<file path="src/rtl/ibex_ex_wb_stage.sv">
// Writeback stage behind the execute block. It retires ALU and mult/div
// results one cycle after acceptance. It holds a load until the LSU response
// arrives, back-pressuring EX/ID meanwhile. While a load waits, it counts the
// wait cycles in a saturating counter.
module ibex_ex_wb_stage #(
  parameter int DataWidth = 32,
  parameter int RegAddrW  = 5,
  parameter int CntWidth  = 16
) (
  input  logic                 clk_i,
  input  logic                 rst_ni,
  input  logic                 ex_instr_valid_i,
  input  logic                 ex_valid_i,
  input  logic [DataWidth-1:0] ex_result_i,
  input  logic                 ex_rf_we_i,
  input  logic [RegAddrW-1:0]  ex_rf_waddr_i,
  input  logic                 ex_is_load_i,
  output logic                 wb_ready_o,
  input  logic                 lsu_resp_valid_i,
  input  logic [DataWidth-1:0] lsu_rdata_i,
  input  logic                 lsu_err_i,
  output logic                 rf_we_o,
  output logic [RegAddrW-1:0]  rf_waddr_o,
  output logic [DataWidth-1:0] rf_wdata_o,
  output logic                 instr_done_o,
  output logic                 load_err_o,
  output logic                 outstanding_load_o,
  output logic [CntWidth-1:0]  load_wait_cycles_o
);

  typedef enum logic [1:0] {
    IDLE      = 2'd0,
    ALU_WB    = 2'd1,
    LOAD_WAIT = 2'd2
  } state_e;

  state_e                state;
  logic [DataWidth-1:0]  result_p1;
  logic                  we_p1;
  logic [RegAddrW-1:0]   waddr_p1;
  logic [CntWidth-1:0]   wait_cnt;
  logic                  ready;
  logic                  accept;
  logic                  resp_in_wait;

  // Counter increment that sticks at all-ones instead of wrapping.
  function automatic logic [CntWidth-1:0] sat_inc(input logic [CntWidth-1:0] v);
    return (&v) ? v : v + 1'b1;
  endfunction

  // A held load blocks new work until its response cycle, which frees the slot.
  assign resp_in_wait = (state == LOAD_WAIT) && lsu_resp_valid_i;
  assign ready        = (state != LOAD_WAIT) || lsu_resp_valid_i;
  assign accept       = ex_instr_valid_i && ex_valid_i && ready;

  // FSM: the new instruction decides the next state; otherwise a load keeps waiting.
  always_ff @(posedge clk_i or negedge rst_ni) begin
    if (!rst_ni) begin
      state <= IDLE;
    end else if (accept) begin
      state <= ex_is_load_i ? LOAD_WAIT : ALU_WB;
    end else if ((state == LOAD_WAIT) && !lsu_resp_valid_i) begin
      state <= LOAD_WAIT;
    end else begin
      state <= IDLE;
    end
  end

  // Capture the retiring instruction's result and destination on accept.
  always_ff @(posedge clk_i or negedge rst_ni) begin
    if (!rst_ni) begin
      result_p1 <= '0;
      we_p1     <= 1'b0;
      waddr_p1  <= '0;
    end else if (accept) begin
      result_p1 <= ex_result_i;
      we_p1     <= ex_rf_we_i;
      waddr_p1  <= ex_rf_waddr_i;
    end
  end

  // The load wait counter restarts per load and holds after the load completes.
  always_ff @(posedge clk_i or negedge rst_ni) begin
    if (!rst_ni) begin
      wait_cnt <= '0;
    end else if (accept && ex_is_load_i) begin
      wait_cnt <= '0;
    end else if ((state == LOAD_WAIT) && !lsu_resp_valid_i) begin
      wait_cnt <= sat_inc(wait_cnt);
    end
  end

  // Writeback port and pulses; load data bypasses the registers in the response cycle.
  always_comb begin
    rf_we_o            = 1'b0;
    rf_wdata_o         = result_p1;
    instr_done_o       = 1'b0;
    load_err_o         = 1'b0;
    outstanding_load_o = 1'b0;
    case (state)
      ALU_WB: begin
        rf_we_o      = we_p1 && (waddr_p1 != '0);
        instr_done_o = 1'b1;
      end
      LOAD_WAIT: begin
        outstanding_load_o = 1'b1;
        rf_wdata_o         = lsu_rdata_i;
        if (resp_in_wait) begin
          rf_we_o      = we_p1 && !lsu_err_i && (waddr_p1 != '0);
          instr_done_o = 1'b1;
          load_err_o   = lsu_err_i;
        end
      end
      default: ;
    endcase
  end

  assign wb_ready_o         = ready;
  assign rf_waddr_o         = waddr_p1;
  assign load_wait_cycles_o = wait_cnt;

endmodule
</file>
<file path="config.mk">
export PLATFORM = sky130hd
export DESIGN_NAME = ibex_ex_wb_stage
export DESIGN_NICKNAME = d
export VERILOG_FILES = /design/src/rtl/ibex_ex_wb_stage.sv
export SDC_FILE = /design/constraint.sdc
export NUM_CORES = 1
export LEC_CHECK = 0
export CAP_MARGIN = 5
export CORE_ASPECT_RATIO = 1.1
export CORE_UTILIZATION = 41
export CTS_BUF_LIST = sky130_fd_sc_hd__clkbuf_16
export CTS_CLUSTER_SIZE = 28
export DETAILED_ROUTE_END_ITERATION = 10
export PLACE_DENSITY = 0.81
export REMOVE_ABC_BUFFERS = 1
export SYNTH_ARGS = -nofsm -noshare
export SYNTH_HDL_FRONTEND = slang
export SYNTH_SLANG_ARGS = --single-unit
</file>
<file path="constraint.sdc">
create_clock -name clk_i -period 2.4 [get_ports clk_i]
set_input_delay 0.24 -clock clk_i [delete_from_list [all_inputs] [get_ports clk_i]]
set_output_delay 0.24 -clock clk_i [all_outputs]
set_load 0.05 [all_outputs]
</file>
==> impl_metrics.env <==
export IMPL_clock_fmax_ghz=0.459
export IMPL_seq_power_share_pct=36.2
export IMPL_postSynthAreaPerCell_um2=13.1
export IMPL_synth_top_family_by_area="multiplexers"
export IMPL_power_density_nw_per_um2=714
export IMPL_timing_final_ws_setup_ps=220
export IMPL_grt_setup_unrepaired="no"
export IMPL_synth_distinct_cells=39
export IMPL_grt_pass1_vias=2350
export IMPL_cts_inserted_buffers=5
export IMPL_synth_edf_count=0
export IMPL_die_area_um2=7400
export IMPL_insertedDiodeCount=0
export IMPL_synthCells=221
export IMPL_peakVddDrop_v=0.000402
export IMPL_cp_start_kind="register"
export IMPL_pre_cts_ws_ps=272
export IMPL_setup_violations=0
export IMPL_switching_share_pct=34.7
export IMPL_hpwlAfterDp_um=5390
export IMPL_cts_tree="built"
export IMPL_hp_class="input pin to async pin"
export IMPL_ys_warn_count=0
export IMPL_overflow=0
export IMPL_core_area_um2=6710
export IMPL_critical_path_class="register to output pin"
export IMPL_finish_utilization_pct=66.5
export IMPL_synth_seq_area_share_pct=48.4
export IMPL_drive_gt1_share_pct=36.8
export IMPL_synth_xor_area_share_pct=0
export IMPL_synth_mux_area_share_pct=32.6
export IMPL_fin_crit_sh_pct=90.8
export IMPL_drtIter0Drc=79
export IMPL_outcome="complete, no violations"
export IMPL_finalMaxSlewViolations=0
export IMPL_start_util_pct=43.1
export IMPL_leakage_nw=1.88
export IMPL_grt_usage_pct=19.8
export IMPL_cts_setup_buffers=0
export IMPL_fin_skew_ps=4.05
export IMPL_drtAntennaViolNets=0
export IMPL_rows=31
export IMPL_max_slew_margin_pct=56.8
export IMPL_routedWlPerCell_um=16.2
export IMPL_synth_fa_ha_area_share_pct=1.30
export IMPL_ys_ff_latch=56
export IMPL_combPwrFrac_pct=38.5
export IMPL_clock_sinks=56
export IMPL_clkPwrFrac_pct=25.3
export IMPL_ctsResizeCount=0
export IMPL_end_kind="output pin"
export IMPL_finalHoldViolCount=0
export IMPL_synth_area_um2=2890
export IMPL_async_reset_ff_share_pct=100
export IMPL_grt_pass1_wl_um=11300
export IMPL_dr_pass1_iters=4
export IMPL_grt_max_degree=32
export IMPL_cap_viol_max_count=0
export IMPL_cp_max_fo=9
export IMPL_port_buffers=134
export IMPL_worst_ep_arrival_time_ps=1940
export IMPL_crit_required_ps=2160
export IMPL_areaGrowthSynthToFinish_pct=54.2
export IMPL_io_pins=135
export IMPL_h_tree_depth=2
export IMPL_synth_simple_area_share_pct=12.0
export IMPL_via_count=2302
export IMPL_insertion_delay_ps=280
export IMPL_die_w_um=82.1
export IMPL_antenna_found_initial=0
export IMPL_synth_compound_area_share_pct=2.72
export IMPL_clockBufferDepth=2
export IMPL_place_congestion=0.765
export IMPL_p_int_mw=2.08
export IMPL_synth_main_ff_cell="dfrtp_1"
export IMPL_power_net_switching_mw=1.11
export IMPL_die_h_um=90.1
export IMPL_final_nets=438
export IMPL_wl_um=7160
export IMPL_remaining_drc_errors=0
export IMPL_cts_root_buf="clkbuf_16"
export IMPL_clk_pin_slew_worst_paths_ps=70
export IMPL_avgViaCountPerCell=5.22
export IMPL_min_period_ps=2180
export IMPL_worst_slew_pin_slew_ps=648
[through the flow]
step	power [mW]	cells	hold WS (ps)	cell area, µm²	TNS, ps
2_1_floorplan	1.96	211	-55.6	2830	-28650
3_3_place_gp	2.38	432	293	4290	0
3_5_place_dp	2.40	432	296	4290	0
4_1_cts	3.23	441	511	4460	0
5_1_grt	3.32	441	517	4460	0
6_report	3.19	441	506	4460	0
[final cells by class]
| cell class | count | area, µm² |
|---|---|---|
| Clock buffer | 5 | 125 |
| Clock inverter | 3 | 38.8 |
| Fill cell | 554 | 2250 |
| Inverter | 6 | 22.5 |
| Multi-Input combinational cell | 149 | 1410 |
| Sequential cell | 56 | 1400 |
| Tap cell | 82 | 103 |
| Timing Repair Buffer | 140 | 1370 |
[registers in the layout, indices dropped and copies added (netlist names)]
name and count:
rf_waddr_o 5, load_wait_cycles_o 16, we_p1 1, result_p1 32, state 2
[cell usage in the layout (no fill, tap or decap), drive strengths merged, types with 2 or more instances in the layout]
cell and count:
nor4 5, nand2 18, buf 43, mux2 70, o31ai 4, nor4b 2
mux2i 12, nand4 7, nand3 4, inv 7, dfrtp 56, clkdlybuf4s50 96
ha 3, o21ai 2, and3 3, clkbuf 5, o311ai 3, nor2 7
[final timing paths]
path / from / endpoint / slack, ps / cells after the start
min: rst_ni / load_wait_cycles_o[0]$_DFFE_PN0P_ / 510 / 2
min in group clk_i: result_p1[4]$_DFFE_PN0P_ / result_p1[4]$_DFFE_PN0P_ / 510 / 1
max reg2reg: state[0]$_DFF_PN0_ / load_wait_cycles_o[6]$_DFFE_PN0P_ / 460 / 7
max in group asynchronous: rst_ni / result_p1[3]$_DFFE_PN0P_ / 1300 / 3
max: state[0]$_DFF_PN0_ / rf_we_o / 220 / 8
min reg2reg: result_p1[4]$_DFFE_PN0P_ / result_p1[4]$_DFFE_PN0P_ / 510 / 1
[synthesized netlist by cell type, types with 2 or more instances]
library cell  count  area, µm²
nand4_2           2       25.0
and3_1            2       12.5
nor2_1            6       22.5
mux2i_1          12        120
mux2_4            9        135
nand3_1           3       15.0
inv_1             5       18.8
dfrtp_1          56       1400
buf_6             2       22.5
nand2_1          18       67.6
clkbuf_1          3       11.3
buf_4             2       15.0
nand4_1           4       25.0
mux2_2           61        687
o311ai_0          2       17.5
o21ai_0           2       10.0
nor4_1            3       18.8
buf_2             3       15.0
ha_1              3       37.5
o31ai_1           4       30.0
[worst max-delay path: stages (launching register included)]
cell and delay (ps):
dfrtp_1 380, inv_1 60, ha_1 180, buf_4 210
a21oi_1 80, nor2_1 220, o21ai_0 150, nor2_1 200
buf_12 170
[power groups by stage]
stage	sequential [mW]	combinational [mW]	clock, mW
after floorplan	1.25	0.703	0
after global placement	1.17	1.22	0
final	1.15	1.23	0.806
after global routing	1.17	1.28	0.864
after detailed placement	1.17	1.23	0
after CTS	1.16	1.24	0.830
[cell families after synthesis]
| group | after synthesis |
|---|---|
| muxes | 82 |
| AOI/OAI and AO/OA | 11 |
| DFF | 56 |
| and+or+nand+nor | 53 |
| buffers and inverters | 16 |
| adders and majority gates | 3 |
[layer usage]
metal  wire length (µm)  up-vias  track usage (%)
met2               3580       94             33.6
met1               2920     1119             24.7
met3                558        8             4.57
met4                107        0             5.56
met5                  0        -                0
li1                   -     1081                -
[what timing repair did]
item / 4_1_cts / 5_1_grt
hold endpoints to repair: 25 / 0
endpoints found under the setup margin: 0 / 0
hold buffers: 1 / 0
(Power assumes the default switching activity.)
